===== src/rtl/alu_pkg.sv =====
`timescale 1ns/1ps
`default_nettype none
// ============================================================================
// Module  : alu_pkg
// Purpose : Shared encodings for the ALU issue path: 4-bit ALU operation
//           codes, 2-bit aluOp classes from the main decoder, and the funct3
//           values that the funct-decode path recognises.
// Ports   : none (package)
// Rev     : 1.0  initial release
// ============================================================================
package alu_pkg;

    // ALU operation codes. Only these four are ever driven on aluControl.
    localparam logic [3:0] ALU_AND = 4'd0;
    localparam logic [3:0] ALU_OR  = 4'd1;
    localparam logic [3:0] ALU_ADD = 4'd2;
    localparam logic [3:0] ALU_SUB = 4'd6;

    // aluOp classes produced by the main control decoder.
    localparam logic [1:0] ALUOP_ADD   = 2'b00;  // loads / stores
    localparam logic [1:0] ALUOP_SUB   = 2'b01;  // beq compare
    localparam logic [1:0] ALUOP_FUNCT = 2'b10;  // R/I-type, decode funct3
    localparam logic [1:0] ALUOP_ILL   = 2'b11;  // never legal

    // funct3 values understood by the funct-decode path.
    localparam logic [2:0] F3_ADD_SUB = 3'b000;
    localparam logic [2:0] F3_OR      = 3'b110;
    localparam logic [2:0] F3_AND     = 3'b111;

    // Decoder result bundle.
    typedef struct packed {
        logic [3:0] ctrl;
        logic       illegal;
    } alu_dec_t;

    // Reference decode used by the combinational decoder. An unrecognised
    // encoding falls back to ADD so the ALU always sees a defined code, and
    // the illegal flag tells downstream logic to discard the result.
    function automatic alu_dec_t alu_decode_fn(
        input logic [1:0] alu_op,
        input logic [2:0] funct3,
        input logic       funct7b30,
        input logic       alu_src
    );
        alu_dec_t dec;
        dec.ctrl    = ALU_ADD;
        dec.illegal = 1'b0;
        case (alu_op)
            ALUOP_ADD: dec.ctrl = ALU_ADD;
            ALUOP_SUB: dec.ctrl = ALU_SUB;
            ALUOP_FUNCT: begin
                case (funct3)
                    // SUB only for the register form; an immediate with
                    // bit 30 set is ADDI whose immediate happens to have it.
                    F3_ADD_SUB: dec.ctrl = (funct7b30 && !alu_src) ? ALU_SUB : ALU_ADD;
                    F3_AND:     dec.ctrl = ALU_AND;
                    F3_OR:      dec.ctrl = ALU_OR;
                    default: begin
                        dec.ctrl    = ALU_ADD;
                        dec.illegal = 1'b1;
                    end
                endcase
            end
            default: begin
                dec.ctrl    = ALU_ADD;
                dec.illegal = 1'b1;
            end
        endcase
        return dec;
    endfunction

endpackage : alu_pkg
`default_nettype wire


===== src/rtl/alu_decode.sv =====
`timescale 1ns/1ps
`default_nettype none
// ============================================================================
// Module  : alu_decode
// Purpose : Combinational ALU control decoder. Maps the main-decoder aluOp
//           class plus instruction funct3 / bit 30 / operand source onto a
//           4-bit ALU code and an illegal-operation flag.
// Ports   : i_alu_op[1:0]     aluOp class
//           i_funct3[2:0]     instruction funct3
//           i_funct7b30       instruction bit 30
//           i_alu_src         1: second operand is the immediate
//           o_alu_control[3:0] ALU operation code
//           o_illegal         encoding not supported
// Rev     : 1.0  initial release
// ============================================================================
module alu_decode
    import alu_pkg::*;
(
    input  logic [1:0] i_alu_op,
    input  logic [2:0] i_funct3,
    input  logic       i_funct7b30,
    input  logic       i_alu_src,
    output logic [3:0] o_alu_control,
    output logic       o_illegal
);

    alu_dec_t w_dec;

    always_comb begin
        w_dec = alu_decode_fn(i_alu_op, i_funct3, i_funct7b30, i_alu_src);
    end

    assign o_alu_control = w_dec.ctrl;
    assign o_illegal     = w_dec.illegal;

endmodule : alu_decode
`default_nettype wire


===== src/rtl/alu_issue_ctrl.sv =====
`timescale 1ns/1ps
`default_nettype none
// ============================================================================
// Module  : alu_issue_ctrl
// Purpose : Issue/capture controller around a combinational 64-bit ALU.
//           Stage 1 registers the operands and the decoded ALU code that feed
//           the ALU; stage 2 captures the ALU result, zero-derived branch
//           outcome and illegal flag. Valid/ready handshaking on both sides
//           sustains one operation per cycle and freezes cleanly under
//           backpressure.
// Ports   : clk, reset            clock, synchronous active-high reset
//           in_valid / in_ready   request handshake
//           aluOp, funct3, funct7b30, aluSrc, branch   instruction control
//           rs1, rs2, imm         operands
//           aluX, aluY, aluControl   registered ALU inputs
//           aluResult, zero       ALU outputs (combinational, from aluX/aluY)
//           out_valid / out_ready result handshake
//           result, branchTaken, illegal   captured result stage
//           issued_cnt, illegal_cnt        accepted / accepted-illegal counts
// Rev     : 1.0  initial release
// ============================================================================
module alu_issue_ctrl
    import alu_pkg::*;
#(
    parameter int XLEN  = 64,
    parameter int CNT_W = 32
) (
    input  logic             clk,
    input  logic             reset,
    // request side
    input  logic             in_valid,
    output logic             in_ready,
    input  logic [1:0]       aluOp,
    input  logic [2:0]       funct3,
    input  logic             funct7b30,
    input  logic             aluSrc,
    input  logic             branch,
    input  logic [XLEN-1:0]  rs1,
    input  logic [XLEN-1:0]  rs2,
    input  logic [XLEN-1:0]  imm,
    // ALU interface
    output logic [XLEN-1:0]  aluX,
    output logic [XLEN-1:0]  aluY,
    output logic [3:0]       aluControl,
    input  logic [XLEN-1:0]  aluResult,
    input  logic             zero,
    // result side
    output logic             out_valid,
    input  logic             out_ready,
    output logic [XLEN-1:0]  result,
    output logic             branchTaken,
    output logic             illegal,
    // statistics
    output logic [CNT_W-1:0] issued_cnt,
    output logic [CNT_W-1:0] illegal_cnt
);

    localparam logic [CNT_W-1:0] c_cnt_one = {{(CNT_W-1){1'b0}}, 1'b1};

    // ------------------------------------------------------------------
    // Decode of the incoming request
    // ------------------------------------------------------------------
    logic [3:0] w_dec_ctrl;
    logic       w_dec_illegal;

    alu_decode u_alu_decode (
        .i_alu_op      (aluOp),
        .i_funct3      (funct3),
        .i_funct7b30   (funct7b30),
        .i_alu_src     (aluSrc),
        .o_alu_control (w_dec_ctrl),
        .o_illegal     (w_dec_illegal)
    );

    // ------------------------------------------------------------------
    // Pipeline state
    // ------------------------------------------------------------------
    // Stage 1: operands and control presented to the ALU
    logic             r_s1_valid_q,    w_s1_valid_d;
    logic [XLEN-1:0]  r_alu_x_q,       w_alu_x_d;
    logic [XLEN-1:0]  r_alu_y_q,       w_alu_y_d;
    logic [3:0]       r_alu_ctrl_q,    w_alu_ctrl_d;
    logic             r_s1_branch_q,   w_s1_branch_d;
    logic             r_s1_illegal_q,  w_s1_illegal_d;
    // Stage 2: captured ALU outcome
    logic             r_out_valid_q,   w_out_valid_d;
    logic [XLEN-1:0]  r_result_q,      w_result_d;
    logic             r_br_taken_q,    w_br_taken_d;
    logic             r_s2_illegal_q,  w_s2_illegal_d;
    // Counters
    logic [CNT_W-1:0] r_issued_cnt_q,  w_issued_cnt_d;
    logic [CNT_W-1:0] r_illegal_cnt_q, w_illegal_cnt_d;

    // ------------------------------------------------------------------
    // Handshake
    // ------------------------------------------------------------------
    logic w_s2_take;   // stage 2 can load this edge
    logic w_s1_adv;    // stage 1 content moves into stage 2 this edge
    logic w_in_ready;
    logic w_accept;    // input handshake completes this edge

    // in_ready deliberately has no in_valid term so the producer can
    // present a request without forming a combinational loop.
    assign w_s2_take  = !r_out_valid_q || out_ready;
    assign w_s1_adv   = r_s1_valid_q && w_s2_take;
    assign w_in_ready = !r_s1_valid_q || w_s2_take;
    assign w_accept   = in_valid && w_in_ready;

    // ------------------------------------------------------------------
    // Next-state logic
    // ------------------------------------------------------------------
    always_comb begin
        // default: every register holds, which gives bit-stable outputs
        // during a stall
        w_s1_valid_d    = r_s1_valid_q;
        w_alu_x_d       = r_alu_x_q;
        w_alu_y_d       = r_alu_y_q;
        w_alu_ctrl_d    = r_alu_ctrl_q;
        w_s1_branch_d   = r_s1_branch_q;
        w_s1_illegal_d  = r_s1_illegal_q;
        w_out_valid_d   = r_out_valid_q;
        w_result_d      = r_result_q;
        w_br_taken_d    = r_br_taken_q;
        w_s2_illegal_d  = r_s2_illegal_q;
        w_issued_cnt_d  = r_issued_cnt_q;
        w_illegal_cnt_d = r_illegal_cnt_q;

        // Stage 1: whenever it is free or draining, its next occupancy is
        // simply whether a request is being presented.
        if (w_in_ready) begin
            w_s1_valid_d = in_valid;
        end
        if (w_accept) begin
            w_alu_x_d      = rs1;
            w_alu_y_d      = aluSrc ? imm : rs2;
            w_alu_ctrl_d   = w_dec_ctrl;
            w_s1_branch_d  = branch;
            w_s1_illegal_d = w_dec_illegal;
        end

        // Stage 2: reload from stage 1 (possibly to empty). Payload only
        // updates on a real transfer so result keeps its last value when
        // the stage drains.
        if (w_s2_take) begin
            w_out_valid_d = r_s1_valid_q;
        end
        if (w_s1_adv) begin
            w_result_d     = aluResult;
            w_br_taken_d   = r_s1_branch_q & zero;
            w_s2_illegal_d = r_s1_illegal_q;
        end

        // Counters wrap naturally at 2^CNT_W.
        if (w_accept) begin
            w_issued_cnt_d = r_issued_cnt_q + c_cnt_one;
            if (w_dec_illegal) begin
                w_illegal_cnt_d = r_illegal_cnt_q + c_cnt_one;
            end
        end
    end

    // ------------------------------------------------------------------
    // Registers
    // ------------------------------------------------------------------
    always_ff @(posedge clk) begin
        if (reset) begin
            // in_valid is ignored here; in-flight ops are discarded
            r_s1_valid_q    <= 1'b0;
            r_alu_x_q       <= '0;
            r_alu_y_q       <= '0;
            r_alu_ctrl_q    <= ALU_AND;
            r_s1_branch_q   <= 1'b0;
            r_s1_illegal_q  <= 1'b0;
            r_out_valid_q   <= 1'b0;
            r_result_q      <= '0;
            r_br_taken_q    <= 1'b0;
            r_s2_illegal_q  <= 1'b0;
            r_issued_cnt_q  <= '0;
            r_illegal_cnt_q <= '0;
        end else begin
            r_s1_valid_q    <= w_s1_valid_d;
            r_alu_x_q       <= w_alu_x_d;
            r_alu_y_q       <= w_alu_y_d;
            r_alu_ctrl_q    <= w_alu_ctrl_d;
            r_s1_branch_q   <= w_s1_branch_d;
            r_s1_illegal_q  <= w_s1_illegal_d;
            r_out_valid_q   <= w_out_valid_d;
            r_result_q      <= w_result_d;
            r_br_taken_q    <= w_br_taken_d;
            r_s2_illegal_q  <= w_s2_illegal_d;
            r_issued_cnt_q  <= w_issued_cnt_d;
            r_illegal_cnt_q <= w_illegal_cnt_d;
        end
    end

    // ------------------------------------------------------------------
    // Outputs
    // ------------------------------------------------------------------
    assign in_ready    = w_in_ready;
    assign aluX        = r_alu_x_q;
    assign aluY        = r_alu_y_q;
    assign aluControl  = r_alu_ctrl_q;
    assign out_valid   = r_out_valid_q;
    assign result      = r_result_q;
    assign branchTaken = r_br_taken_q;
    assign illegal     = r_s2_illegal_q;
    assign issued_cnt  = r_issued_cnt_q;
    assign illegal_cnt = r_illegal_cnt_q;

endmodule : alu_issue_ctrl
`default_nettype wire


===== config.mk =====
export PLATFORM = sky130hd
export DESIGN_NAME = alu_issue_ctrl
export DESIGN_NICKNAME = d
export VERILOG_FILES = /design/src/rtl/alu_pkg.sv /design/src/rtl/alu_decode.sv /design/src/rtl/alu_issue_ctrl.sv
export SDC_FILE = /design/constraint.sdc
export NUM_CORES = 1
export LEC_CHECK = 0
export ABC_AREA = 1
export BUFFER_PORTS_ARGS = -buffer_cell sky130_fd_sc_hd__buf_4
export CAP_MARGIN = 20
export CORE_AREA = 2 2 207 209
export DETAILED_ROUTE_END_ITERATION = 7
export DIE_AREA = 0 0 209 211
export PLACE_DENSITY = 0.55
export SKIP_CTS_REPAIR_TIMING = 1
export SLEW_MARGIN = 20
export SYNTH_ARGS = -nofsm -noshare
export SYNTH_HDL_FRONTEND = slang
export SYNTH_HIERARCHICAL = 1
export SYNTH_SLANG_ARGS = --single-unit

===== constraint.sdc =====
create_clock -name clk -period 1.29 [get_ports clk]
set_input_delay 0 -clock clk [delete_from_list [all_inputs] [get_ports clk]]
set_output_delay 0 -clock clk [all_outputs]
set_load 0.02 [all_outputs]

# Yosys cells after proc, flatten, opt, wreduce, memory -nomap -nowiden
# Cells that the tools add are included.
dict set report totals {
  register_bits 266
  latchBits 0
  ramBits 0
  romBits 0
  inputBits 269
  memories 0
}
dict set report classes {
  add_sub_neg 2
  mul 0
  n_div 0
  n_lt_le_gt_ge 0
  eq_ne 4
  n_shift 0
  n_mux 6
  bitwise 1
  reduce_logical 13
}
# op n
set ops {}
lappend ops {{32-bit by 1-bit adder with 32-bit output (second input constant)} 2}
lappend ops {{64-bit two-way mux} 1}
lappend ops {{4-bit one-hot mux with 3 select lines} 1}
lappend ops {{4-bit one-hot mux with 2 select lines} 1}
lappend ops {{3-bit == test (second input constant)} 2}
lappend ops {{1-bit logical AND} 3}
lappend ops {{1-bit zero test} 3}
lappend ops {{3-bit zero test} 1}
lappend ops {{3-bit two-way mux} 1}
lappend ops {{3-bit OR reduction} 1}
lappend ops {{2-bit by 1-bit == test with 1-bit output (second input constant)} 1}
lappend ops {{2-bit == test (second input constant)} 1}
lappend ops {{2-bit zero test} 1}
lappend ops {{1-bit logical OR} 2}
lappend ops {{1-bit one-hot mux with 2 select lines} 1}
lappend ops {{2-bit AND reduction} 1}
lappend ops {{2-bit OR reduction} 1}
lappend ops {{1-bit AND} 1}
lappend ops {{1-bit two-way mux} 1}

# Depth between registers and ports, before layout
# Gate-level depths: netlist (run 1).
dict set report logic_depth {
  depth_word 5
  mapped_depth 12
  depth_no_buf 12
}

# Hierarchy
# The synthesis (run 1) kept the hierarchy.
# module n_inst cells_each area_per_inst_um2 seq_area_each_um2
set modules_own_cells {}
lappend modules_own_cells {alu_issue_ctrl 1 1588 11283.3 5325.1}
lappend modules_own_cells {alu_decode 1 22 123.9 0.0}

# Worst setup path after synthesis (run 1)
# No wires, ideal clock.
dict set report synth_timing {
  path_kind {reg2reg}
  startpoint {register r_illegal_cnt_q[1], in the netlist illegal_cnt[1]}
  endpoint {register r_illegal_cnt_q[24], in the netlist illegal_cnt[24]}
  setup_ns 0.116
  arrival_time_ns 1.434
  t_required_ns 1.174
  setup_slack_ns -0.260
  stages_incl_launch_ff 9
  n_path_buf 0
  path_cell_list {dfxtp_1 ha_1 inv_1 nor2_2 nand2_1 nor2_4 nand3b_1 o21ai_0 nor2_1}
}
dict set report synth_between {
  elab_chain_len 1
}
# element line_no
set synth_lines {}
lappend synth_lines {{start, declared} alu_issue_ctrl.sv:92} ;# logic [CNT_W-1:0] r_illegal_cnt_q, w_illegal_cnt_d;
lappend synth_lines {{start signal, assigned} alu_issue_ctrl.sv:192} ;# r_illegal_cnt_q <= w_illegal_cnt_d;
lappend synth_lines {{32-bit by 1-bit adder with 32-bit output} alu_issue_ctrl.sv:157} ;# w_illegal_cnt_d = r_illegal_cnt_q + c_cnt_one;
# No other way between the ends.
# A chain may end at the register's enable or synchronous reset.

# Final worst setup path (run 1)
dict set report layout_timing {
  startpoint {register r_out_valid_q, in the netlist out_valid}
  endpoint {register r_issued_cnt_q[23], in the netlist issued_cnt[23]}
}
dict set report layout_between {
  elab_chain_len 4
}
# element line_no
set layout_lines {}
lappend layout_lines {{start, declared} alu_issue_ctrl.sv:86} ;# logic r_out_valid_q, w_out_valid_d;
lappend layout_lines {{start signal, assigned} alu_issue_ctrl.sv:187} ;# r_out_valid_q <= w_out_valid_d;
lappend layout_lines {{1-bit zero test} alu_issue_ctrl.sv:104} ;# assign w_s2_take = !r_out_valid_q || out_ready;
lappend layout_lines {{1-bit logical OR} alu_issue_ctrl.sv:104}
lappend layout_lines {{1-bit logical OR} alu_issue_ctrl.sv:106} ;# assign w_in_ready = !r_s1_valid_q || w_s2_take;
lappend layout_lines {{1-bit logical AND} alu_issue_ctrl.sv:107} ;# assign w_accept = in_valid && w_in_ready;
lappend layout_lines {{end signal, assigned} alu_issue_ctrl.sv:191} ;# r_issued_cnt_q <= w_issued_cnt_d;
lappend layout_lines {{end, declared} alu_issue_ctrl.sv:91} ;# logic [CNT_W-1:0] r_issued_cnt_q, w_issued_cnt_d;
# No other way between the ends.

==> flow_metrics.env, run 1 <==
export IMPL_yosys_area_top_type_share=0.467
export IMPL_antenna_found_initial=0
export IMPL_core_area_sq_um=41800
export IMPL_leakagePower_nw=10.2
export IMPL_vias_per_cell=4.56
export IMPL_final_common_cell="buf_4"
export IMPL_yosys_area_top_type="dfxtp_1"
export IMPL_fin_nets=2800
export IMPL_wire_per_inst_um=16.6
export IMPL_synth_edf_count=0
export IMPL_cp_slowest_stage_delay_ps=350
export IMPL_cp_max_fo=7
export IMPL_initial_core_util=0.273
export IMPL_cts_buffer_depth=3
export IMPL_placementRows=75
export IMPL_reg2reg_slack_ps=-170
export IMPL_grt_pass1_vias=11956
export IMPL_synth_nets=1884
export IMPL_violations="hold timing, setup timing"
export IMPL_synth_seq_cells=266
export IMPL_skew_ps=9.36
export IMPL_hold_violations=1
export IMPL_grt_util_all_layers=0.187
export IMPL_mostFrequentLayoutCells="buf_4, nor2_1, dlygate4sd3_1"
export IMPL_swShare=0.279
export IMPL_multi_input_area_sq_um=5920
export IMPL_rsz0062_at_grt="true"
export IMPL_fin_util=0.536
export IMPL_cts_clk_slew_worst_paths_ps=60
export IMPL_end_kind="flip-flop"
export IMPL_comb_power_share=0.217
export IMPL_synth_top_flop_cell="dfxtp_1"
export IMPL_cts_num_sinks=266
export IMPL_fin_area_sq_um=22400
export IMPL_ys_types=36
export IMPL_fp_dieH_um=211
export IMPL_status="complete, but fails checks"
export IMPL_critPathCapture="issued_cnt[23]"
export IMPL_cp_startpoint="out_valid"
export IMPL_finalWeightedCongestion=0.897
export IMPL_cp_arrival_ps=1940
export IMPL_netlist_top_cells_area="dfxtp_1, nor2_1, o21ai_0"
export IMPL_p_sw_w=0.00636
export IMPL_synthesis_area_sq_um=11400
export IMPL_grt_remaining_overflow=0
export IMPL_drc=0
export IMPL_hold_class="primary input to flip-flop"
export IMPL_fmax_mhz=687
export IMPL_power_frac_seq=0.394
export IMPL_critPathRequiredTime_ps=1770
export IMPL_crit_chain="nand3_4 > nand2_8 > buf_12 > nor2_8 > nand2_4 > inv_2 > nand3_2 > nor2_1 > nor2_1"
export IMPL_min_period_over_period=1.13
export IMPL_drt_first_pass_iters=5
export IMPL_ios=533
export IMPL_hpwl_um=33200
export IMPL_postLayoutSetupSlackWorst_ps=-166
export IMPL_syn_inst=1610
export IMPL_grt_max_degree=95
export IMPL_internal_power_w=0.0164
export IMPL_maxSlewViolCount=0
export IMPL_grt_pass1_wl_um=66000
export IMPL_yosysSeqAreaShare=0.467
export IMPL_drt_iter0_drc=712
export IMPL_cts_inserted_buffers=31
export IMPL_htree_levels=1
export IMPL_final_setup_viol_count=198
export IMPL_drive_above_1_share=0.409
export IMPL_rr_endpoint="issued_cnt[23]"
export IMPL_cts_root_buffer="clkbuf_16"
export IMPL_startpoint_type="flip-flop"
export IMPL_async_flop_share=0
export IMPL_period_minus_slack_ps=1460
export IMPL_power_frac_clock=0.388
export IMPL_critPathMostFrequentCell="nor2_1"
export IMPL_cts_tree="done"
export IMPL_die_w_um=209
export IMPL_synth_warnings=6
export IMPL_ant_nets=0
export IMPL_placed_cell_area_sq_um=17100
export IMPL_finalPower_w=0.0228
export IMPL_power_density_nw_per_um2=1020
export IMPL_fillers=3796
export IMPL_cpMaxStageDelayCell="dfxtp_4"
export IMPL_cap_violations=0
export IMPL_synth_area_per_cell_sq_um=7.09
export IMPL_peakVddDrop_v=0.00103
export IMPL_die_area_sq_um=44100
export IMPL_layout_area_overhead_vs_synth_pct=96.1
export IMPL_wl_um=51100
export IMPL_holdWs_ps=-2.39
export IMPL_port_buffers=532
export IMPL_num_vias=14071
export IMPL_rr_worst_depth=9
export IMPL_setup_tns_ps=-14530
export IMPL_seq_area_sq_um=5420
export IMPL_clk_latency_ps=590
export IMPL_reg2reg_from="out_valid"
export IMPL_timing_worst_setup_path_type="flip-flop to flip-flop"
==> state kept, by name, summed over array words and instances, names as in the netlist <==
name,count
aluControl,4
aluX,64
aluY,64
branchTaken,1
illegal,1
illegal_cnt,32
issued_cnt,32
out_valid,1
r_s1_branch_q,1
r_s1_illegal_q,1
r_s1_valid_q,1
result,64
==> worst min path at each step <==
stage                              from              end  cells after the start
after floorplan           aluResult[25]       result[25]                      2
after global placement    aluResult[25]       result[25]                      3
after detailed placement  aluResult[25]       result[25]                      3
after CTS                 aluResult[25]       result[25]                      3
after global routing           in_valid  illegal_cnt[31]                      7
final                         funct3[1]    aluControl[0]                      6
==> cell type report <==
cell class / count / area share
Sequential cell: 266 / 0.242
Multi-Input combinational cell: 1098 / 0.265
Tap cell: 539 / 0.0302
Clock inverter: 12 / 0.00587
Timing Repair inverter: 3 / 0.00269
Antenna cell: 1 / 0.000112
Clock buffer: 41 / 0.0395
Timing Repair Buffer: 971 / 0.387
Inverter: 155 / 0.0277
==> cell families after synthesis <==
kind of cell / count (synthesis) / share of synthesized area
simple gates: 704 / 0.264
xor+xnor: 5 / 0.00384
other cells: 1 / 0.000329
flops: 266 / 0.467
buf+inv: 246 / 0.0893
compound gates: 383 / 0.170
fa+ha+maj: 5 / 0.00548
==> metal layers <==
layer,up-vias,global-route usage,wire (um)
met2,416,0.332,25700
met1,6549,0.222,21100
li1,7013,-,-
met3,93,0.0468,2850
met4,0,0.0574,1410
met5,-,0,0
==> cells in the mapped netlist (6+ instances only) <==
library cell / instances
a21oi_1: 152
buf_2: 28
clkbuf_1: 50
dfxtp_1: 266
inv_1: 153
nand2_1: 150
nand2_2: 7
nand3_1: 41
nand4_1: 17
nor2_1: 440
nor2_2: 9
nor2_4: 11
nor3_1: 10
o21ai_0: 214
o21ai_1: 6
==> per-stage QoR <==
step	setup WS, ps	cells
after detailed placement	-279	2730
after global routing	-234	3085
after global placement	-263	2730
final	-166	3086
after CTS	-173	2783
after floorplan	-31.9	1610
==> critical path: cells and delay by family, from the launching register on <==
family / cells / cell delay, ps
flops: 1 / 350
buf+inv: 2 / 240
simple gates: 7 / 730
==> power groups by stage <==
stage / Combinational (W) / Sequential, W / Clock (W)
floorplan: 0.00113 / 0.00966 / 0
global placement: 0.00361 / 0.00910 / 0
detailed placement: 0.00363 / 0.00912 / 0
CTS: 0.00364 / 0.00895 / 0.00909
global route: 0.00528 / 0.00904 / 0.00943
finish: 0.00495 / 0.00899 / 0.00885
No activity file was read; power rests on OpenSTA's default activity.
==> run 2: changes to the inputs <==
--- a/config.mk
+++ b/config.mk
@@ -11,7 +11,7 @@
 export CORE_AREA = 2 2 207 209
 export DETAILED_ROUTE_END_ITERATION = 7
 export DIE_AREA = 0 0 209 211
-export PLACE_DENSITY = 0.55
+export PLACE_DENSITY = 0.5
 export SKIP_CTS_REPAIR_TIMING = 1
 export SLEW_MARGIN = 20
 export SYNTH_ARGS = -nofsm -noshare
==> run 2 against run 1 <==
  * The flow still finishes with violations (hold timing, setup timing)
  * Maximum frequency down 1.4%
  * Largest power group is now the clock network
  * Final area down 0.54%
  * Critical path depth down 2
  * Clock skew up 13 ps
  * Highest routed layer unchanged
==> flow_metrics.env, run 2 (synthesis results as in run 1) <==
export IMPL_status="complete, but fails checks"
export IMPL_violations="hold timing, setup timing"
export IMPL_postLayoutSetupSlackWorst_ps=-186
export IMPL_cp_max_fo=7
export IMPL_critPathRequiredTime_ps=1720
export IMPL_mostFrequentLayoutCells="buf_4, nor2_1, dlygate4sd3_1"
export IMPL_fin_nets=2805
export IMPL_comb_power_share=0.209
export IMPL_setup_tns_ps=-19200
export IMPL_placementRows=75
export IMPL_die_w_um=209
export IMPL_met3_length_um=2720
export IMPL_wl_um=50400
export IMPL_initial_core_util=0.273
export IMPL_power_frac_seq=0.390
export IMPL_grt_pass1_vias=11990
export IMPL_fp_dieH_um=211
export IMPL_hpwl_um=34100
export IMPL_final_common_cell="buf_4"
export IMPL_dr_max_layer_used="met4"
export IMPL_clk_latency_ps=540
export IMPL_min_period_over_period=1.14
export IMPL_cap_violations=0
export IMPL_power_density_nw_per_um2=1040
export IMPL_startpoint_type="flip-flop"
export IMPL_cts_buffer_depth=3
export IMPL_cp_arrival_ps=1910
export IMPL_post_place_cells=2737
export IMPL_hold_violations=1
export IMPL_skew_ps=22.7
export IMPL_ios=533
export IMPL_htree_levels=2
export IMPL_ant_nets=0
export IMPL_wl_met2_um=25400
export IMPL_final_setup_viol_count=195
export IMPL_holdWs_ps=-13.1
export IMPL_grt_max_degree=93
export IMPL_rsz0062_at_grt="true"
export IMPL_antenna_found_initial=2
export IMPL_finalWeightedCongestion=0.920
export IMPL_cts_root_buffer="clkbuf_16"
export IMPL_grt_pass1_wl_um=67300
export IMPL_vias_per_cell=4.52
export IMPL_maxSlewViolCount=0
export IMPL_fin_util=0.533
export IMPL_cts_num_sinks=266
export IMPL_port_buffers=532
export IMPL_cts_inserted_buffers=35
export IMPL_leakagePower_nw=10.2
export IMPL_p_sw_w=0.00637
export IMPL_internal_power_w=0.0167
export IMPL_end_kind="flip-flop"
export IMPL_timing_worst_setup_path_type="flip-flop to flip-flop"
export IMPL_fin_cells=3094
export IMPL_drive_above_1_share=0.394
export IMPL_grt_remaining_overflow=0
export IMPL_cts_clk_slew_worst_paths_ps=50
export IMPL_drt_iter0_drc=660
export IMPL_cts_tree="done"
export IMPL_wire_per_inst_um=16.3
export IMPL_fmax_mhz=677
export IMPL_swShare=0.277
export IMPL_finalPower_w=0.0230
export IMPL_layout_area_overhead_vs_synth_pct=95.0
export IMPL_hold_class="primary input to flip-flop"
export IMPL_core_area_sq_um=41800
export IMPL_wl_met1_um=20900
export IMPL_peakVddDrop_v=0.000918
export IMPL_power_frac_clock=0.401
export IMPL_period_minus_slack_ps=1480
export IMPL_num_vias=13976
export IMPL_drc=0
export IMPL_drt_first_pass_iters=5
export IMPL_grt_util_all_layers=0.195
export IMPL_die_area_sq_um=44100
[run 2: cell count changes in the layout (fill, tap and decap cells not counted), sizes merged]
cell	delta
bufinv	-2
diode	+1
clkinv	-2
dlygate4sd3	-1
buf	+1
inv	+2
clkbuf	+9
[run 2: power by group through the flow]
| stage | logic [W] | clock network, W | registers (W) |
|---|---|---|---|
| floorplan | 0.00113 | 0 | 0.00966 |
| global placement | 0.00360 | 0 | 0.00910 |
| detailed placement | 0.00363 | 0 | 0.00912 |
| CTS | 0.00364 | 0.00949 | 0.00894 |
| global route | 0.00514 | 0.00984 | 0.00904 |
| finish | 0.00481 | 0.00923 | 0.00899 |
[run 2: metal layers]
metal  vias to the layer above  GRT usage
li1                       7021          -
met1                      6492      0.230
met2                       382      0.345
met3                        81     0.0434
met4                         0     0.0717
met5                         -          0
[run 2: area by class of cell]
cell class / instances / area (sq um)
tap: 539 / 674
sequential: 266 / 5410
multi-input combinational: 1098 / 5800
timing repair inverter: 5 / 70.1
timing repair buffer: 970 / 8580
clock inverter: 8 / 61.3
antenna: 2 / 5.00
clock buffer: 51 / 1020
fill: 3897 / 19500
inverter: 155 / 623
[run 2: path summary, 6_finish.rpt]
kind	endpoint	cells past startpoint	slack (ps)	startpoint
worst min-delay path	r_s1_valid_q	5	-10	out_ready
worst min register to register	branchTaken	2	470	branchTaken
worst max-delay path	aluY[6]	7	-190	out_valid
worst max register to register	aluY[6]	7	-190	out_valid
[run 2: through the flow]
stage / instance area [sq um] / setup slack, ps
final: 22200 / -186
after global placement: 17100 / -317
after floorplan: 11600 / -31.9
after CTS: 18200 / -173
after global routing: 22200 / -274
after detailed placement: 17100 / -331
[run 2: worst max-delay path: stages (launching register included)]
cell and delay, ps:
dfxtp_4 360, nand3_4 120, nand2_8 170, buf_16 230
clkinv_16 120, clkbuf_16 170, o21ai_2 130, a21oi_2 40
==> run 3: changes to the inputs <==
--- a/config.mk
+++ b/config.mk
@@ -8,13 +8,12 @@
 export ABC_AREA = 1
 export BUFFER_PORTS_ARGS = -buffer_cell sky130_fd_sc_hd__buf_4
 export CAP_MARGIN = 20
-export CORE_AREA = 2 2 207 209
+export CORE_AREA = 2 2 205 207
 export DETAILED_ROUTE_END_ITERATION = 7
-export DIE_AREA = 0 0 209 211
-export PLACE_DENSITY = 0.5
+export DIE_AREA = 0 0 207 209
+export PLACE_DENSITY = 0.51
 export SKIP_CTS_REPAIR_TIMING = 1
 export SLEW_MARGIN = 20
 export SYNTH_ARGS = -nofsm -noshare
 export SYNTH_HDL_FRONTEND = slang
-export SYNTH_HIERARCHICAL = 1
 export SYNTH_SLANG_ARGS = --single-unit
==> run 3 against run 2 <==
  * The run still ends with hold timing, setup timing left
  * Clock power rose by 5.9%
  * Global-route usage grew 0.89 points
  * Synthesized area shrank 1.9%
  * Combinational power down 7.9%
  * Power increased by 0.47%
  * Critical path depth up 1
  * Register-to-register slack better by 50 ps
  * Sequential share of layout area up 0.81 points
  * Core utilization fell by 1.4 points
  * Die area down 1.9%
  * Critical endpoint is now illegal_cnt[17]
  * Largest cell class unchanged
  * Largest power group unchanged
  * Highest routed layer unchanged
==> flow_metrics.env, run 3 <==
export IMPL_status="complete, but fails checks"
export IMPL_violations="hold timing, setup timing"
export IMPL_synthAdderAreaFrac=0.00559
export IMPL_synthesis_area_sq_um=11200
export IMPL_cp_startpoint="out_valid"
export IMPL_wire_per_inst_um=16.4
export IMPL_leakagePower_nw=9.66
export IMPL_ant_nets=0
export IMPL_fillers=3914
export IMPL_fmax_mhz=699
export IMPL_hold_start="aluSrc"
export IMPL_crit_chain="nand3_4 > nand2_8 > buf_4 > a21oi_4 > buf_12 > nand2_1 > xor2_1 > nor2_1"
export IMPL_htree_levels=2
export IMPL_end_kind="flip-flop"
export IMPL_drive_above_1_share=0.373
export IMPL_final_common_cell="buf_4"
export IMPL_synth_warnings=0
export IMPL_crit_family="flip-flops"
export IMPL_min_period_over_period=1.11
export IMPL_grt_pass1_wl_um=69700
export IMPL_die_w_um=207
export IMPL_num_vias=13834
export IMPL_hpwl_um=34600
export IMPL_reg2reg_from="out_valid"
export IMPL_rr_worst_depth=8
export IMPL_antenna_found_initial=2
export IMPL_grt_util_all_layers=0.204
export IMPL_cts_num_sinks=265
export IMPL_yosysSeqAreaShare=0.474
export IMPL_synthMuxAreaShare=0
export IMPL_critPathRequiredTime_ps=1690
export IMPL_fp_dieH_um=209
export IMPL_ios=533
export IMPL_cts_clk_slew_worst_paths_ps=60
export IMPL_async_flop_share=0
export IMPL_core_area_sq_um=41300
export IMPL_startpoint_type="flip-flop"
export IMPL_synth_seq_cells=265
export IMPL_synth_edf_count=0
export IMPL_hold_violations=2
export IMPL_cpMaxStageDelayCell="dfxtp_4"
export IMPL_drt_iter0_drc=790
export IMPL_cp_slowest_stage_delay_ps=350
export IMPL_setup_tns_ps=-5380
export IMPL_die_area_sq_um=43300
export IMPL_drt_first_pass_iters=5
export IMPL_rr_endpoint="illegal_cnt[17]"
export IMPL_timing_worst_setup_path_type="flip-flop to flip-flop"
export IMPL_synth_compound_area_frac=0.157
export IMPL_yosys_area_top_type="dfxtp_1"
export IMPL_yosysMostFrequentCell="nor2_1"
export IMPL_final_setup_viol_count=110
export IMPL_yosys_area_top_type_share=0.474
export IMPL_critPathCapture="illegal_cnt[17]"
export IMPL_crit_cells=8
export IMPL_holdWs_ps=-1.39
export IMPL_power_density_nw_per_um2=1080
export IMPL_hold_path_depth=4
export IMPL_maxSlewViolCount=0
export IMPL_synth_commonest_cells="nor2_1, nand2_1, dfxtp_1"
export IMPL_synth_nets=1825
export IMPL_netlist_top_cells_area="dfxtp_1, nor2_1, nand2_1"
export IMPL_vias_per_cell=4.55
export IMPL_synth_area_per_cell_sq_um=7.22
export IMPL_drc=0
export IMPL_port_buffers=531
export IMPL_fin_nets=2747
export IMPL_period_minus_slack_ps=1430
export IMPL_placementRows=75
export IMPL_synthXorXnorAreaFrac=0.00782
export IMPL_cap_violations=0
export IMPL_cp_max_fo=17
export IMPL_postLayoutSetupSlackWorst_ps=-140
export IMPL_synth_top_flop_cell="dfxtp_1"
export IMPL_grt_remaining_overflow=0
export IMPL_wl_um=49900
export IMPL_layout_area_overhead_vs_synth_pct=91.2
export IMPL_synth_top_family_by_area="simple AND/OR/NAND/NOR gates"
export IMPL_clk_latency_ps=540
export IMPL_peakVddDrop_v=0.000869
export IMPL_syn_inst=1551
export IMPL_cts_buffer_depth=3
export IMPL_hold_class="primary input to flip-flop"
export IMPL_reg2reg_slack_ps=-140
export IMPL_crit_buf_inv=2
export IMPL_cts_root_buffer="clkbuf_16"
export IMPL_grt_pass1_vias=12363
export IMPL_skew_ps=14.1
export IMPL_rsz0062_at_grt="true"
export IMPL_synth_simple_area_share=0.288
export IMPL_ys_types=39
export IMPL_cts_inserted_buffers=34
export IMPL_initial_core_util=0.271
export IMPL_cp_arrival_ps=1830
export IMPL_cts_tree="done"
export IMPL_grt_max_degree=76
export IMPL_mostFrequentLayoutCells="buf_4, nor2_1, nand2_1"
export IMPL_finalPower_w=0.0231
export IMPL_finalWeightedCongestion=0.858
==> run 3: tightest hold or removal path, delay by kind of cell <==
| family | cells | cell delay (ps) |
|---|---|---|
| buf+inv | 2 | 310 |
| simple gates | 1 | 90 |
| compound gates | 1 | 70 |
==> run 3: layer usage <==
metal	wire length (um)	track usage	up-vias	part of all wire
met5	0	0	-	0
met4	1420	0.0803	0	0.029
met3	3450	0.0684	88	0.069
met2	25100	0.354	472	0.50
met1	19900	0.229	6374	0.40
li1	-	-	6900	-
==> run 3: cells by family (layout without fill, tap and decap cells) <==
group                    count (synthesis)  in the layout
XOR/XNOR                                10             10
buffers and inverters                  172           1119
flip-flops                             265            265
other                                    1              4
AND/OR/NAND/NOR                        777            777
adder cells (fa/ha/maj)                  5              5
AO/OA/AOI/OAI                          321            321
==> run 3: final cells by class <==
type	instances	area (sq um)	share of cell area
inverter	81	322	0.0150
tap	539	674	0.0315
clock inverter	13	126	0.00590
sequential	265	5380	0.251
clock buffer	48	1020	0.0475
multi-input combinational	1114	5520	0.258
timing repair buffer	977	8360	0.391
antenna	3	7.51	0.000351
==> run 3: where the power goes <==
group          switching (W)  leakage [nW]  internal [W]  total, W
Clock                0.00384         0.572       0.00592   0.00977
Sequential          0.000281          2.20       0.00865   0.00893
Combinational        0.00217          6.88       0.00226   0.00443
Total                0.00630          9.66        0.0168    0.0231
==> run 3: worst min-delay path by stage <==
stage / to / slack [ps]
2_1_floorplan: result[25] / 150
3_3_place_gp: result[43] / 240
3_5_place_dp: result[41] / 250
4_1_cts: aluX[54] / -320
5_1_grt: aluY[20] / -0.1
6_report: aluY[20] / -1
==> run 3: metrics by stage <==
step | area [sq um] | std cells | worst slack [ps] | hold slack [ps] | util
4_1_cts | 18100 | 2747 | -162 | -321 | 0.437
3_5_place_dp | 16900 | 2686 | -143 | 250 | 0.410
5_1_grt | 21400 | 3039 | -234 | -0.105 | 0.518
6_report | 21400 | 3040 | -140 | -1.39 | 0.518
3_3_place_gp | 16900 | 2686 | -102 | 240 | 0.410
2_1_floorplan | 11400 | 1551 | -34.3 | 149 | -
